--- src/rtl/mps_op_sequencer_if.sv ---
// mps_op_sequencer_if: request, feedback and status bundle
// for the MPS power-stage contactor sequencer.
interface mps_op_sequencer_if #(
    parameter int P_DC_W = 16
);
    logic              i_op_on_flag;
    logic              i_op_off_flag;
    logic              i_intl_flag;
    logic [2:0]        i_mc_aux;
    logic [P_DC_W-1:0] i_dc_link;
    logic [P_DC_W-1:0] i_prechg_lvl;
    logic [P_DC_W-1:0] i_dischg_lvl;
    logic [3:0]        o_op_on_fsm;
    logic [3:0]        o_op_off_fsm;
    logic [2:0]        o_fail_code;
    logic              o_off_tmo;
    logic              o_busy;

    modport master (
        output i_op_on_flag, i_op_off_flag, i_intl_flag, i_mc_aux,
        output i_dc_link, i_prechg_lvl, i_dischg_lvl,
        input  o_op_on_fsm, o_op_off_fsm, o_fail_code, o_off_tmo, o_busy
    );

    modport slave (
        input  i_op_on_flag, i_op_off_flag, i_intl_flag, i_mc_aux,
        input  i_dc_link, i_prechg_lvl, i_dischg_lvl,
        output o_op_on_fsm, o_op_off_fsm, o_fail_code, o_off_tmo, o_busy
    );
endinterface

--- src/rtl/mps_op_sequencer.sv ---
// mps_op_sequencer: contactor on/off sequencer, one shared down-timer.
// Optional MPS_AUX_CHECK_EN enforces contactor aux feedback checks.
module mps_op_sequencer #(
    parameter int P_SETTLE_CNT = 50000,
    parameter int P_PRECHG_TMO = 5000000,
    parameter int P_DISCHG_TMO = 10000000,
    parameter int P_DC_W       = 16
) (
    input  logic               i_clk,
    input  logic               i_rst,
    mps_op_sequencer_if.slave  bus
);

    typedef enum logic [3:0] {
        ON_IDLE   = 4'd0,
        ON_OPEN   = 4'd1,
        ON_OPEN_W = 4'd2,
        ON_PRE    = 4'd3,
        ON_PRE_W  = 4'd4,
        ON_MAIN   = 4'd5,
        ON_MAIN_W = 4'd6,
        ON_ALL    = 4'd9,
        ON_ALL_W  = 4'd10,
        ON_REL    = 4'd11,
        ON_REL_W  = 4'd12,
        ON_DONE   = 4'd14,
        ON_FAIL   = 4'd15
    } on_st_e;

    typedef enum logic [3:0] {
        OFF_IDLE = 4'd0,
        OFF_OPEN = 4'd1,
        OFF_DIS  = 4'd2,
        OFF_END  = 4'd3
    } off_st_e;

    localparam logic [31:0] SETTLE_LD = 32'(P_SETTLE_CNT - 1);
    localparam logic [31:0] PRECHG_LD = 32'(P_PRECHG_TMO - 1);
    localparam logic [31:0] DISCHG_LD = 32'(P_DISCHG_TMO - 1);

`ifdef MPS_AUX_CHECK_EN
    localparam bit AUX_CHK = 1'b1;
`else
    localparam bit AUX_CHK = 1'b0;
`endif

    on_st_e            on_q, on_d;
    off_st_e           off_q, off_d;
    logic [2:0]        fail_q, fail_d;
    logic              tmo_q, tmo_d;
    logic              busy_q, busy_d;
    logic [31:0]       tmr_q, tmr_d;
    logic              tmr_z;
    logic [P_DC_W-1:0] dc;
    logic              aux_open, aux_main, aux_rel;

    assign tmr_z    = (tmr_q == 32'd0);
    assign dc       = bus.i_dc_link;
    assign aux_open = !AUX_CHK || (bus.i_mc_aux == 3'b000);
    assign aux_main = !AUX_CHK || (bus.i_mc_aux == 3'b110);
    assign aux_rel  = !AUX_CHK || (bus.i_mc_aux == 3'b101);

    // Next-state logic for both sequences and the shared timer.
    always_comb begin
        on_d   = on_q;
        off_d  = off_q;
        fail_d = fail_q;
        tmo_d  = tmo_q;
        tmr_d  = tmr_z ? 32'd0 : tmr_q - 32'd1;

        if (on_q != ON_IDLE &&
            (bus.i_op_off_flag || bus.i_intl_flag)) begin
            on_d = ON_IDLE;
        end else begin
            unique case (on_q)
                ON_IDLE: begin
                    if (bus.i_op_on_flag && !bus.i_op_off_flag &&
                        !bus.i_intl_flag && off_q == OFF_IDLE) begin
                        on_d   = ON_OPEN;
                        fail_d = 3'd0;
                    end
                end
                ON_OPEN: begin
                    on_d  = ON_OPEN_W;
                    tmr_d = SETTLE_LD;
                end
                ON_OPEN_W: begin
                    if (tmr_z) begin
                        if (aux_open) begin
                            on_d = ON_PRE;
                        end else begin
                            on_d   = ON_FAIL;
                            fail_d = 3'd1;
                        end
                    end
                end
                ON_PRE: begin
                    on_d  = ON_PRE_W;
                    tmr_d = PRECHG_LD;
                end
                ON_PRE_W: begin
                    if (dc >= bus.i_prechg_lvl) begin
                        on_d = ON_MAIN;
                    end else if (tmr_z) begin
                        on_d   = ON_FAIL;
                        fail_d = 3'd2;
                    end
                end
                ON_MAIN: begin
                    on_d  = ON_MAIN_W;
                    tmr_d = SETTLE_LD;
                end
                ON_MAIN_W: begin
                    if (tmr_z) begin
                        if (aux_main) begin
                            on_d = ON_ALL;
                        end else begin
                            on_d   = ON_FAIL;
                            fail_d = 3'd3;
                        end
                    end
                end
                ON_ALL: begin
                    on_d  = ON_ALL_W;
                    tmr_d = SETTLE_LD;
                end
                ON_ALL_W: begin
                    if (tmr_z) on_d = ON_REL;
                end
                ON_REL: begin
                    on_d  = ON_REL_W;
                    tmr_d = SETTLE_LD;
                end
                ON_REL_W: begin
                    if (tmr_z) begin
                        if (aux_rel) begin
                            on_d = ON_DONE;
                        end else begin
                            on_d   = ON_FAIL;
                            fail_d = 3'd4;
                        end
                    end
                end
                default: on_d = ON_IDLE;
            endcase
        end

        unique case (off_q)
            OFF_IDLE: begin
                if (bus.i_op_off_flag) begin
                    off_d = OFF_OPEN;
                    tmo_d = 1'b0;
                    tmr_d = SETTLE_LD;
                end
            end
            OFF_OPEN: begin
                if (tmr_z) begin
                    off_d = OFF_DIS;
                    tmr_d = DISCHG_LD;
                end
            end
            OFF_DIS: begin
                if (dc <= bus.i_dischg_lvl) begin
                    off_d = OFF_END;
                end else if (tmr_z) begin
                    off_d = OFF_END;
                    tmo_d = 1'b1;
                end
            end
            default: off_d = OFF_IDLE;
        endcase

        busy_d = (on_d != ON_IDLE) || (off_d != OFF_IDLE);
    end

    // State, status and timer registers with synchronous reset.
    always_ff @(posedge i_clk) begin
        if (i_rst) begin
            on_q   <= ON_IDLE;
            off_q  <= OFF_IDLE;
            fail_q <= 3'd0;
            tmo_q  <= 1'b0;
            busy_q <= 1'b0;
            tmr_q  <= 32'd0;
        end else begin
            on_q   <= on_d;
            off_q  <= off_d;
            fail_q <= fail_d;
            tmo_q  <= tmo_d;
            busy_q <= busy_d;
            tmr_q  <= tmr_d;
        end
    end

    assign bus.o_op_on_fsm  = on_q;
    assign bus.o_op_off_fsm = off_q;
    assign bus.o_fail_code  = fail_q;
    assign bus.o_off_tmo    = tmo_q;
    assign bus.o_busy       = busy_q;

endmodule

--- src/flat_wrapper.sv ---
// flat-port wrapper written by rule: the top's interface ports become plain ports
module mps_op_sequencer_flat 
#(
    parameter int P_SETTLE_CNT = 50000,
    parameter int P_PRECHG_TMO = 5000000,
    parameter int P_DISCHG_TMO = 10000000,
    parameter int P_DC_W       = 16
)
  (i_clk, i_rst, bus_i_op_on_flag, bus_i_op_off_flag, bus_i_intl_flag, bus_i_mc_aux, bus_i_dc_link, bus_i_prechg_lvl, bus_i_dischg_lvl, bus_o_op_on_fsm, bus_o_op_off_fsm, bus_o_fail_code, bus_o_off_tmo, bus_o_busy);
  mps_op_sequencer_if #(.P_DC_W(P_DC_W)) bus_i ();
  input  logic i_clk;
  input  logic i_rst;
  input wire logic [$bits(bus_i.i_op_on_flag)-1:0] bus_i_op_on_flag;
  input wire logic [$bits(bus_i.i_op_off_flag)-1:0] bus_i_op_off_flag;
  input wire logic [$bits(bus_i.i_intl_flag)-1:0] bus_i_intl_flag;
  input wire logic [$bits(bus_i.i_mc_aux)-1:0] bus_i_mc_aux;
  input wire logic [$bits(bus_i.i_dc_link)-1:0] bus_i_dc_link;
  input wire logic [$bits(bus_i.i_prechg_lvl)-1:0] bus_i_prechg_lvl;
  input wire logic [$bits(bus_i.i_dischg_lvl)-1:0] bus_i_dischg_lvl;
  output wire logic [$bits(bus_i.o_op_on_fsm)-1:0] bus_o_op_on_fsm;
  output wire logic [$bits(bus_i.o_op_off_fsm)-1:0] bus_o_op_off_fsm;
  output wire logic [$bits(bus_i.o_fail_code)-1:0] bus_o_fail_code;
  output wire logic [$bits(bus_i.o_off_tmo)-1:0] bus_o_off_tmo;
  output wire logic [$bits(bus_i.o_busy)-1:0] bus_o_busy;
  assign bus_i.i_op_on_flag = bus_i_op_on_flag;
  assign bus_i.i_op_off_flag = bus_i_op_off_flag;
  assign bus_i.i_intl_flag = bus_i_intl_flag;
  assign bus_i.i_mc_aux = bus_i_mc_aux;
  assign bus_i.i_dc_link = bus_i_dc_link;
  assign bus_i.i_prechg_lvl = bus_i_prechg_lvl;
  assign bus_i.i_dischg_lvl = bus_i_dischg_lvl;
  assign bus_o_op_on_fsm = bus_i.o_op_on_fsm;
  assign bus_o_op_off_fsm = bus_i.o_op_off_fsm;
  assign bus_o_fail_code = bus_i.o_fail_code;
  assign bus_o_off_tmo = bus_i.o_off_tmo;
  assign bus_o_busy = bus_i.o_busy;
  mps_op_sequencer #(.P_SETTLE_CNT(P_SETTLE_CNT), .P_PRECHG_TMO(P_PRECHG_TMO), .P_DISCHG_TMO(P_DISCHG_TMO), .P_DC_W(P_DC_W)) u_core (.i_clk(i_clk), .i_rst(i_rst), .bus(bus_i));
endmodule
--- config.mk ---
export PLATFORM = sky130hd
export DESIGN_NAME = mps_op_sequencer_flat
export DESIGN_NICKNAME = d
export VERILOG_FILES = /design/src/rtl/mps_op_sequencer_if.sv /design/src/rtl/mps_op_sequencer.sv /design/src/flat_wrapper.sv
export SDC_FILE = /design/constraint.sdc
export NUM_CORES = 1
export LEC_CHECK = 0
export BUFFER_PORTS_ARGS = -buffer_cell sky130_fd_sc_hd__buf_2
export CORE_MARGIN = 1.5
export CORE_UTILIZATION = 49
export DETAILED_ROUTE_END_ITERATION = 6
export PLACE_DENSITY_LB_ADDON = 0.05
export SYNTH_ARGS = -nofsm -noshare
export SYNTH_HDL_FRONTEND = slang
export SYNTH_SLANG_ARGS = --single-unit
export TNS_END_PERCENT = 10
--- constraint.sdc ---
create_clock -name i_clk -period 2.2 [get_ports i_clk]
set_input_delay 0 -clock i_clk [delete_from_list [all_inputs] [get_ports i_clk]]
set_output_delay 0 -clock i_clk [all_outputs]
set_load 0.03 [all_outputs]
# After elaboration in Yosys (flattened, before gate mapping)
# Cells that the tools add are included.
# op_classes
add_sub_neg	1
n_lt_le_gt_ge	2
n_eq_ne	18
muxes	28
n_bitwise	1
n_reduce_logical	19
# ops
cell	n
2-to-1 mux 32 bit	4
one-hot mux 32 bit (2 select lines)	2
2-to-1 mux 4 bit	12
one-hot mux 4 bit (11 select lines)	1
zero test 32 bit	1
subtractor 32 x 1 -> 32 bit (second input constant)	1
equality test 4 bit (second input constant)	4
>= comparator 16 bit	1
<= comparator 16 bit	1
equality test 4 x 2 -> 1 bit (second input constant)	3
equality test 4 x 3 -> 1 bit (second input constant)	3
one-hot mux 4 bit (3 select lines)	1
nonzero test 4 bit	3
2-to-1 mux 3 bit	3
equality test 4 x 1 -> 1 bit (second input constant)	2
zero test 4 bit	2
!= test 2 x 1 -> 1 bit (second input constant)	3
!= test 2 bit (second input constant)	3
one-hot mux 3 bit (2 select lines)	1
AND reduction 5 bit	1
logical AND 1 bit	4
AND reduction 4 bit	1
nonzero test 2 bit	2
OR reduction 4 bit	1
other kinds (5)	9
# word_totals
reg_bits	45
inputBits	56
out_inout_bits	13
wordCells	75

# Longest topological paths before layout
# Gate-level depths: netlist of the first run.
# depth
ltp_word	9
depth_mapped	10
mapped_depth_nobuf	9

# Worst setup path before layout of the first run
# OpenSTA, ideal clock, no wires.
# synth_timing
path_type	register -> register
from	register u_core.tmr_q[26]
to	register u_core.busy_q, in the netlist u_core.bus.o_busy
arrival_time_ns	2.112
path_slack_ns	-0.046
path_stages_with_launch	8
path_buffers	0
synth_period_minus_slack_ns	2.246
cell_sequence	dfxtp_1 or4_4 nor4_4 and4_1 a21oi_1 a211oi_1 a211oi_1 or4_1
# synth_between
elab_chain_len	7
word_cells_on_any_way	16
cone_classes	mux: 12; reduce/logical: 4
# synth_lines
element	line_no	source
start, declared	mps_op_sequencer.sv:52	logic [31:0] tmr_q, tmr_d;
start signal, assigned	mps_op_sequencer.sv:191	tmr_q <= tmr_d;
zero test 32 bit (*)	mps_op_sequencer.sv:57	assign tmr_z = (tmr_q == 32'd0);
2-to-1 mux 4 bit	mps_op_sequencer.sv:104	end else if (tmr_z) begin
2-to-1 mux 4 bit	mps_op_sequencer.sv:102	if (dc >= bus.i_prechg_lvl) begin
one-hot mux 4 bit (11 select lines)	mps_op_sequencer.sv:75	unique case (on_q)
2-to-1 mux 4 bit	mps_op_sequencer.sv:71	if (on_q != ON_IDLE &&
nonzero test 4 bit	mps_op_sequencer.sv:173	busy_d = (on_d != ON_IDLE) || (off_d != OFF_IDLE);
logical OR 1 bit (*)	mps_op_sequencer.sv:173	
end signal, assigned	mps_op_sequencer.sv:190	busy_q <= busy_d;
end, declared	mps_op_sequencer.sv:51	logic busy_q, busy_d;
# Mark *: on every way between the ends. The rest lies on a longest branch, timed or not.
# A chain may end at the register's enable or synchronous reset.

# Worst setup path in the final report of the first run
# Ends and elaborated chain as after synthesis.

==> summary.txt, run 1 <==
Floorplan
  • Placeable Area: slightly below 6000 sq um
  • DIE HEIGHT: roughly 80 um
  • DIE AREA: around 6600 sq um
  • Die Wd: between 80 and 90 um
  • Std-Cell Rows: 28
  • I/O pin count: 69
  • Initial Utilization: 0.5060

STA
  • Setup Skew: roughly 7.5 ps
  • Final Cycle Share: 1.073
  • Setup TNS Final: -161.4 ps
  • RSZ-0062 raised after global routing: true
  • Final min period: roughly 2400 ps
  • Slew headroom: 0.6578
  • Highest Clock Rate: 423.5 MHz
  • Final Hold Fails: 0
  • Worst setup margin: -161.4 ps
  • Slew of the pin with the lowest slew margin: 512.6 ps
  • # setup viols final: 1
  • Pins Over Slew Limit: 0

Finish
  • Layout cell share with drive strength beyond 1: 0.2591
  • # diodes: 0
  • Fillers: 545
  • Syn-to-layout area delta: 27.60%
  • Fin nets: slightly below 600
  • Final Cell Area: roughly 3800 sq um
  • Post-Layout Cell Count: about 570

Global routing
  • Initial antenna violation count: 0
  • First-pass GRT wire length: ~12000 um
  • Overflow after GRT: 0
  • Pin count of the biggest net entering global routing: 18
  • Vias in the first global route: roughly 2700
  • Total GRT Usage: 0.2236

Detailed routing
  • DRT antenna net count: 0
  • Residual DRC: 0
  • Vias/cell: slightly above 5
  • Routed vias: just under 3000
  • Final wirelength: between 6000 and 7000 um
  • Initial DRC count: about 150
  • First-pass iteration count of the detailed router: 4
  • DR WL/cell: roughly 12 um

Logic synthesis
  • Post-Synth Adder-Cell Area: 0.1429
  • Post-synth EDFFs: 0
  • Post-Syn Instances: slightly below 400
  • Register area share after synthesis: 0.2891
  • Avg Synthesized Cell Area: between 7 and 8 sq um
  • Mux cell area share after synthesis: 0
  • Synthesized flop and latch total: 43
  • Post-Syn Area: 2978 sq um
  • Synth Area in Compound Gates: 0.1525
  • Post-synthesis xor/xnor area fraction: 0.08824
  • Synth Area in Simple Gates: 0.2601
  • Fraction of registers with async set/reset: 0
  • Synth unique cells: 48
  • Synth warnings: 0
  • Top FF cell, synth: dfxtp_1
  • Largest family of logic cells by synthesized area: simple AND/OR/NAND/NOR gates

Pwr
  • Leakage: between 1.5 and 2 nW
  • Pwr per Cell Area: about 1200 nW/um^2
  • Worst VDD drop: 0.7082 mV
  • Tot Pwr: around 4.4 mW

Clock network
  • CTS Buf Count: 5
  • Clk sinks: 43
  • CTS H-tree lvls: 2
  • Clock latency on the worst-skew pair: roughly 290 ps
  • CTS root buf: clkbuf_8
  • Max clock buf depth: 2
  • Clk pin slew, worst setup/hold paths: 80 ps
  • CTS tree: done

Placed design
  • Port Buf Inserts: between 60 and 70
  • Gpl congestion: between 0.8 and 0.9
  • # placed instances: around 560
  • DP HPWL: 5602 um
  • Placed cell area: around 3700 sq um

Worst setup path
  • Worst Path Required: 2370 ps
  • Arr. time, crit path: about 2500 ps
  • Critical path class: flop to flop
  • CP endpoint kind: flop
  • Worst Setup Start Kind: flop
  • Crit Path Max Fanout: 4

Min path
  • Hold/Removal Path Class: input pin to flop

Status
  • Status: complete, but fails checks
  • Violated checks: setup timing

Job
  • Max cap viols: 0
==> report_power, final <==
| group | switching, mW | leakage [nW] | internal, mW |
|---|---|---|---|
| logic | 1.27 | 1.49 | 1.41 |
| registers | 0.181 | 0.351 | 1.04 |
| clock network | 0.269 | 0.0412 | 0.222 |
==> cells by family (layout without fill, tap and decap cells) <==
| group | Yosys count | after routing |
|---|---|---|
| buf+inv | 50 | 155 |
| flops | 43 | 43 |
| fa+ha+maj | 34 | 34 |
| xor+xnor | 30 | 30 |
| compound gates | 76 | 76 |
| other cells | 1 | 4 |
| simple gates | 152 | 152 |
==> repair_timing <==
item | 4_1_cts | 5_1_grt
buffers inserted | 0 | 0
endpoints found under the hold margin | 0 | 0
setup endpoints to repair | 1 | 12
hold buffers | 0 | 0
resized for setup | 3 | 3
==> Yosys cell counts, drive strengths merged, types with 2 or more instances <==
| library cell | instances | area (sq um) |
|---|---|---|
| or3 | 5 | 31.28 |
| a211oi | 6 | 45.04 |
| nand3b | 3 | 22.52 |
| dfxtp | 43 | 860.8 |
| clkbuf | 8 | 30.03 |
| buf | 4 | 23.76 |
| nor4 | 8 | 71.32 |
| inv | 38 | 142.6 |
| nand2b | 4 | 25.02 |
| nand3 | 10 | 50.05 |
| or4 | 4 | 33.78 |
| nor2 | 50 | 187.7 |
| and4 | 2 | 17.52 |
| a21oi | 38 | 190.2 |
| a31oi | 2 | 12.51 |
| nor3 | 18 | 95.09 |
| xor2 | 15 | 131.4 |
| nor2b | 7 | 43.79 |
| or2 | 2 | 12.51 |
| nand2 | 25 | 93.84 |
| xnor2 | 15 | 131.4 |
| o21ai | 13 | 65.06 |
| a21o | 2 | 15.01 |
| a211o | 2 | 17.52 |
| ha | 34 | 425.4 |
| nand4 | 11 | 68.82 |
| o22ai | 2 | 12.51 |
==> sequential cells by signal, indices dropped and copies added (netlist names) <==
signal and flops:
u_core.tmr_q 32, u_core.bus.o_fail_code 1, u_core.bus.o_op_on_fsm 4, u_core.bus.o_busy 1
u_core.bus.o_off_tmo 1, u_core.bus.o_op_off_fsm 4
==> layer usage <==
metal,track usage,part of all wire,up-vias
met4,0.05690,0.011,0
li1,-,-,1550
met3,0.03820,0.046,9
met2,0.3858,0.47,80
met1,0.2874,0.47,1269
met5,0,0,-
==> path summary, 6_finish.rpt <==
path | startpoint | end | cells past startpoint | slack, ps
max reg2reg | u_core.tmr_q[26] | u_core.bus.o_busy | 7 | -160
min reg2reg | u_core.bus.o_off_tmo | u_core.bus.o_off_tmo | 1 | 490
min | i_rst | u_core.tmr_q[15] | 2 | 60
max | u_core.tmr_q[26] | u_core.bus.o_busy | 7 | -160
==> cells in the final DEF, fill, tap and decap left out, types with 2 or more instances in the layout <==
cell	count
nor4_2	2
nand3_1	10
nand2b_1	4
buf_2	63
ha_1	34
a21oi_1	38
nand3b_1	3
o21ai_0	13
nand4_1	11
dfxtp_1	43
a211o_1	2
nor2_1	50
nor2b_1	7
a211oi_1	5
clkbuf_8	5
nor3_1	17
or3_1	5
nand2_1	25
buf_4	46
inv_1	38
or4_1	3
a31oi_1	2
a21o_1	2
or2_2	2
xnor2_1	15
o22ai_1	2
conb_1	4
nor4_1	5
xor2_1	15
==> critical path, stage by stage (launching register included) <==
cell and delay, ps:
dfxtp_1 320, or4_4 560, nor4_4 160, and4_4 270
a21oi_1 90, a211oi_2 200, a211oi_1 110, or4_1 530
==> layout make-up <==
| class | instances | area (sq um) | area share |
|---|---|---|---|
| well taps | 75 | 93.84 | 0.02470 |
| clock buffers | 6 | 72.57 | 0.01910 |
| clock inverters | 2 | 12.51 | 0.003293 |
| inverters | 38 | 142.6 | 0.03754 |
| repair buffers | 109 | 660.6 | 0.1739 |
| flip-flops and latches | 43 | 860.8 | 0.2265 |
| multi-input cells | 296 | 1957 | 0.5150 |
==> through the flow <==
step,utilization,hold slack [ps],setup WS (ps)
finish,0.6456,64.64,-161.4
global route,0.6456,76.61,-256.3
CTS,0.6426,59.78,-183.7
detailed placement,0.6269,366.3,-170.9
global placement,0.6269,360.7,-110.1
floorplan,-,192.3,-45.99
No activity file was read; power rests on OpenSTA's default activity.
==> run 2: changes to the inputs <==
PLACE_DENSITY = 0.82   (was default)
PLACE_DENSITY_LB_ADDON = default   (was 0.05)
==> run 2 against run 1 <==
Against the previous run:
- the run still ends with setup timing left
- register-to-register slack better by 40 ps
- clock skew up 4.1 ps
- sequential power hardly changed
- sequential share of layout area fell by 0.43 points
- total power is 7.8% higher
- fmax up 1.6%
- first-iteration DRC count up 41%
- critical path type unchanged
==> summary.txt, run 2 (synthesis gave the netlist of run 1 again) <==
Status
  • Status: complete, but fails checks
  • Violated checks: setup timing

Detailed routing
  • Residual DRC: 0 (unchanged)
  • First-pass iteration count of the detailed router: 4 (unchanged)
  • DR WL/cell: 13.38 um (+11%)
  • Routed vias: 3072 (+5.6%)
  • DRT antenna net count: 0 (unchanged)
  • Vias/cell: 5.399 (+5.6%)
  • Final wirelength: 7616 um (+11%)
  • Initial DRC count: 208 (+41%)

Min path
  • Worst hold endpoint: u_core.tmr_q[15]
  • Hold path startpoint: i_rst
  • Hold/Removal Path Class: input pin to flop
  • Hold-critical path depth: 2 (unchanged)

Finish
  • Layout cell share with drive strength beyond 1: 0.2895 (+0.03036)
  • Syn-to-layout area delta: 30.84%
  • Most common cell after layout, fill and taps aside: buf_2
  • Biggest register: u_core.tmr_q
  • Final Cell Area: 3896 sq um (+2.5%)
  • Post-Layout Cell Count: 569 (unchanged)
  • # diodes: 0 (unchanged)
  • Most frequent cells in the layout: buf_2, nor2_1, buf_4, dfxtp_1, inv_1
  • Fin nets: 583 (unchanged)
  • Largest register FFs: 32 (unchanged)

Clock network
  • CTS root buf: clkbuf_8
  • Clk sinks: 43 (unchanged)
  • CTS Buf Count: 5 (unchanged)
  • CTS H-tree lvls: 2 (unchanged)
  • Clk pin slew, worst setup/hold paths: 90 ps (about the same)
  • Max clock buf depth: 2 (unchanged)
  • Clock latency on the worst-skew pair: 300 ps (about the same)
  • CTS tree: done

STA
  • Pins Over Slew Limit: 0 (unchanged)
  • Setup Skew: 11.56 ps (+4.112 ps)
  • Worst setup margin: -124.8 ps (+36.62 ps)
  • Final min period: 2325 ps (-36.62 ps)
  • Highest Clock Rate: 430.2 MHz (+1.6%)
  • # setup viols final: 1 (unchanged)
  • Final Cycle Share: 1.057 (-0.01665)
  • Setup TNS Final: -124.8 ps (+36.62 ps)
  • RSZ-0062 raised after global routing: true
  • Final Hold Fails: 0 (unchanged)

Floorplan
  • I/O pin count: 69 (unchanged)
  • Placeable Area: 5886 sq um (unchanged)
  • DIE HEIGHT: 80.96 um (unchanged)
  • Initial Utilization: 0.5060 (unchanged)
  • Std-Cell Rows: 28 (unchanged)
  • Die Wd: 80.96 um (unchanged)
  • DIE AREA: 6554 sq um (unchanged)

Placed design
  • DP Worst Slack: -205.2 ps (-34.28 ps)
  • DP HPWL: 5983 um (+6.8%)
  • Port Buf Inserts: 63 (unchanged)
  • # placed instances: 560 (-0.18%)
  • Placed cell area: 3682 sq um (-0.20%)
  • Gpl congestion: 0.9516 (+13%)

Pwr
  • Flop pwr share: 0.262 (-0.016)
  • Pwr per Cell Area: 1213 nW/um^2 (+5.1%)
  • Sw Ratio: 0.3942 (+0.002217)
  • Internal power: 2.864 mW (+7.4%)
  • Clock power share: 0.136 (+0.024)
  • Logic pwr share: 0.603 (-0.007)
  • Leakage: 1.927 nW (+2.1%)
  • Net switching power: 1.864 mW (+8.4%)
  • Worst VDD drop: 1.036 mV (+46%)

Global routing
  • First-pass GRT wire length: 12890 um (+11%)
  • Total GRT Usage: 0.2493 (+0.02569)
  • Initial antenna violation count: 0 (unchanged)
  • Pin count of the biggest net entering global routing: 16 (-2)
  • Vias in the first global route: 2986 (+12%)
  • Overflow after GRT: 0 (unchanged)

Worst setup path
  • CP top delay family: simple AND/OR/NAND/NOR gates
  • Slowest stage delay, CP: 550 ps (about the same)
  • RR Startpoint: u_core.tmr_q[25]
  • Worst path bufs/invs: 0 (unchanged)
  • R2R Setup Slk: -120 ps (+40 ps)
  • Crit Path Max Fanout: 3 (-1)
  • CP endpoint kind: flop
  • Slowest-stage cell, CP: or4_4
  • Critical path depth: 7 (unchanged)
  • Worst Setup Start Kind: flop
  • Worst r2r dst: u_core.bus.o_busy
  • Critical path class: flop to flop
  • Worst r2r path cells: 7 (unchanged)
  • Worst-path cell chain: or4_4 -> nor4_4 -> and4_4 -> nor3_1 -> a311oi_2 -> a211oi_2 -> or4_1
  • Arr. time, crit path: 2510 ps (-20 ps)
  • Worst Path Required: 2380 ps (about the same)

Job
  • Max cap viols: 0 (unchanged)
==> run 2: cell types whose count changed in the layout (fill, tap and decap cells not counted), moves of 2 or more <==
cell / before / now
nand3_2: 0 / 2
nor2_1: 50 / 48
buf_6: 0 / 2
nand3_1: 10 / 8
a21oi_2: 0 / 2
dfxtp_1: 43 / 39
buf_4: 46 / 44
dfxtp_2: 0 / 4
a21oi_1: 38 / 36
==> run 2: metal layers <==
metal	GRT usage	part of all wire
met1	0.3029	0.45
met2	0.4450	0.50
met3	0.03933	0.041
met4	0.08276	0.016
met5	0	0
==> run 2: through the flow <==
step	utilization	hold WS, ps	power [mW]
after detailed placement	0.6256	360.6	3.887
after global placement	0.6256	355.5	3.786
final	0.6620	52.51	4.728
after global routing	0.6620	52.48	5.079
after CTS	0.6565	45.12	4.636
after floorplan	-	192.3	2.828
==> run 2: cell type report <==
class                      instances  area [sq um]
multi-input combinational        296          2008
fill                             462          1989
sequential                        43         865.8
timing repair buffer             109         668.1
inverter                          38         142.6
tap                               75         93.84
clock buffer                       6         82.58
clock inverter                     2         35.03
==> run 2: power groups by stage <==
stage                     logic (mW)  clock network (mW)  registers, mW
final                           2.85               0.643           1.24
after global routing            3.13               0.689           1.26
after CTS                       2.76               0.652           1.23
after detailed placement        2.65                   0           1.24
after global placement          2.56                   0           1.22
after floorplan                 1.56                   0           1.27
==> run 2: worst max-delay path by stage <==
stage / start / to / slack [ps]
after CTS: u_core.tmr_q[25] / u_core.bus.o_busy / -170
final: u_core.tmr_q[25] / u_core.bus.o_busy / -120
after detailed placement: u_core.tmr_q[26] / u_core.bus.o_busy / -210
after global routing: u_core.tmr_q[0] / u_core.bus.o_busy / -170
after global placement: u_core.tmr_q[26] / u_core.bus.o_busy / -140
after floorplan: u_core.tmr_q[26] / u_core.bus.o_busy / -50
==> run 2: what timing repair did <==
item,CTS,global route
resized for setup,16,9
endpoints found under the hold margin,0,0
pin swaps,7,5
hold buffers,0,0
setup endpoints to repair,2,32
setup buffers,1,0
==> run 3: changes to the inputs <==
MAX_ROUTING_LAYER = met4   (was default)
==> run 3 against run 2 <==
Against the previous run:
- the flow still finishes with violations (setup timing)
- die area did not move
- critical endpoint unchanged
- final area did not move
- hold slack improved by 5.0 ps
- first-iteration DRC count fell by 1.4%
- non-clock buffer count did not move
- via count rose by 1.4%
- combinational power barely moved
- sequential share of layout area did not move
- fmax fell by 0.14%
- clock power barely moved
- flip-flop and latch count did not move
==> summary.txt, run 3 (synthesis gave the netlist of run 1 again) <==
Global routing
  • First-pass GRT wire length: 12880 um (-0.11%)
  • Overflow after GRT: 0 (unchanged)
  • Met2 Usage GRT: 0.4492 (+0.004167)
  • Pin count of the biggest net entering global routing: 16 (unchanged)
  • Total GRT Usage: 0.2563 (+0.006991)
  • Initial antenna violation count: 0 (unchanged)
  • Vias in the first global route: 2989 (+0.10%)
  • Busiest metal layer after global routing: met2
  • Met1 usage: 0.3008 (-0.002046)
  • Met3 GRT Util: 0.03596 (-0.003371)

Floorplan
  • I/O pin count: 69 (unchanged)
  • Std-Cell Rows: 28 (unchanged)
  • DIE AREA: 6554 sq um (unchanged)
  • DIE HEIGHT: 80.96 um (unchanged)
  • Placeable Area: 5886 sq um (unchanged)
  • Die Wd: 80.96 um (unchanged)
  • Initial Utilization: 0.5060 (unchanged)

Clock network
  • CTS Buf Count: 5 (unchanged)
  • Clk pin slew, worst setup/hold paths: 90 ps (about the same)
  • CTS H-tree lvls: 2 (unchanged)
  • Clk sinks: 43 (unchanged)
  • Max clock buf depth: 2 (unchanged)
  • Clock latency on the worst-skew pair: 300 ps (about the same)
  • CTS root buf: clkbuf_8
  • Hold-fix buffer count after cts: 0 (unchanged)
  • CTS tree: done

STA
  • RSZ-0062 raised after global routing: true
  • Pins Over Slew Limit: 0 (unchanged)
  • Slew headroom: 0.6679
  • Slew of the pin with the lowest slew margin: between 400 and 500 ps
  • Final Hold Fails: 0 (unchanged)
  • Setup Skew: 13.15 ps (+1.592 ps)
  • Final min period: 2328 ps (+3.339 ps)
  • Setup TNS Final: -128.1 ps (-3.339 ps)
  • Final Cycle Share: 1.058 (+0.001518)
  • # setup viols final: 1 (unchanged)
  • Highest Clock Rate: 429.5 MHz (-0.14%)
  • Worst setup margin: -128.1 ps (-3.339 ps)

Finish
  • Fin util: 0.6620 (unchanged)
  • Multi-input logic area: 2008 sq um (unchanged)
  • # diodes: 0 (unchanged)
  • Syn-to-layout area delta: 30.84% (unchanged)
  • Register area: 865.8 sq um (unchanged)
  • Biggest register: u_core.tmr_q
  • Largest register FFs: 32 (unchanged)
  • Most frequent cells in the layout: buf_2, nor2_1, buf_4, dfxtp_1, inv_1
  • Final Cell Area: 3896 sq um (unchanged)
  • Most common cell after layout, fill and taps aside: buf_2
  • Fin nets: 583 (unchanged)
  • Fillers: 462 (unchanged)
  • Layout cell share with drive strength beyond 1: 0.2895 (unchanged)

Worst setup path
  • Arr. time, crit path: 2510 ps (about the same)
  • Worst Path Required: 2390 ps (about the same)
  • Critical path class: flop to flop
  • Worst Setup Start Kind: flop
  • Worst-path cell chain: or4_4 -> nor4_4 -> and4_4 -> nor3_1 -> a311oi_2 -> a211oi_2 -> or4_1
  • Crit Path Max Fanout: 3 (unchanged)
  • Slowest-stage cell, CP: or4_4
  • CP endpoint kind: flop
  • R2R Setup Slk: -130 ps (about the same)
  • Slowest stage delay, CP: 550 ps (about the same)

Pwr
  • Sw Ratio: 0.3952 (+0.001025)
  • Logic pwr share: 0.603 (about the same)
  • Worst VDD drop: 1.043 mV (+0.69%)
  • Tot Pwr: 4.736 mW (+0.17%)
  • Net switching power: 1.871 mW (+0.43%)
  • Clock power share: 0.136 (about the same)
  • Pwr per Cell Area: 1215 nW/um^2 (+0.17%)
  • Internal power: 2.864 mW (about the same)
  • Flop pwr share: 0.261 (about the same)
  • Leakage: 1.927 nW (unchanged)

Detailed routing
  • Routed vias: 3114 (+1.4%)
  • DRT antenna net count: 0 (unchanged)
  • Residual DRC: 0 (unchanged)
  • Initial DRC count: 205 (-1.4%)
  • Final wirelength: 7647 um (+0.41%)
  • DR WL/cell: 13.44 um (+0.41%)
  • Vias/cell: 5.473 (+1.4%)
  • First-pass iteration count of the detailed router: 6 (+2)

Placed design
  • Placed cell area: 3682 sq um (unchanged)
  • Gpl congestion: 0.9690 (+1.8%)
  • Port Buf Inserts: 63 (unchanged)
  • DP HPWL: 5983 um (unchanged)
  • DP Worst Slack: -205.2 ps (unchanged)

Status
  • Violated checks: setup timing
  • Status: complete, but fails checks

Min path
  • Hold/Removal Path Class: input pin to flop

Job
  • Max cap viols: 0 (unchanged)
-- run 3: cell counts in the layout (fill, tap and decap cells not counted) --
Identical to the previous run, type by type.
-- run 3: critical path, delay by kind of cell, from the launching register on --
| family | cells | cell delay [ps] |
|---|---|---|
| simple gates | 5 | 1520 |
| flops | 1 | 330 |
| compound gates | 2 | 370 |
-- run 3: worst paths after layout --
kind                            depth (start not counted)                 start                    to
worst min-delay path                                    2                 i_rst      u_core.tmr_q[15]
worst max register to register                          7      u_core.tmr_q[25]     u_core.bus.o_busy
worst max-delay path                                    7      u_core.tmr_q[25]     u_core.bus.o_busy
worst min register to register                          1  u_core.bus.o_off_tmo  u_core.bus.o_off_tmo
-- run 3: layout make-up --
cell class                      instances  share of cell area
Tap cell                               75             0.02408
Multi-Input combinational cell        296              0.5154
Clock buffer                            6             0.02119
Timing Repair Buffer                  109              0.1715
Sequential cell                        43              0.2222
Inverter                               38             0.03661
Clock inverter                          2            0.008992
-- run 3: routing by layer --
metal / wire length [um] / vias to the layer above
li1: - / 1553
met3: 338 / 21
met4: 147 / 0
met2: 3760 / 114
met1: 3400 / 1426
met5: 0 / -
-- run 3: repair_timing --
action                                  CTS  global route
resized for setup                        16             9
endpoints found under the setup margin    2            32
buffers inserted                          1             0
gates cloned                              0             0
pin swaps                                 7             5
-- run 3: power by group through the flow --
stage               logic [mW]  registers (mW)  clock network, mW
floorplan                 1.56            1.27                  0
global placement          2.56            1.22                  0
detailed placement        2.65            1.24                  0
CTS                       2.76            1.23              0.652
global route              3.13            1.26              0.687
finish                    2.85            1.24              0.644
-- run 3: per-stage QoR --
step,cells,hold slack (ps)
after detailed placement,560,360.6
after global placement,560,355.5
after CTS,569,45.12
after floorplan,389,192.3
final,569,57.55
after global routing,569,52.49
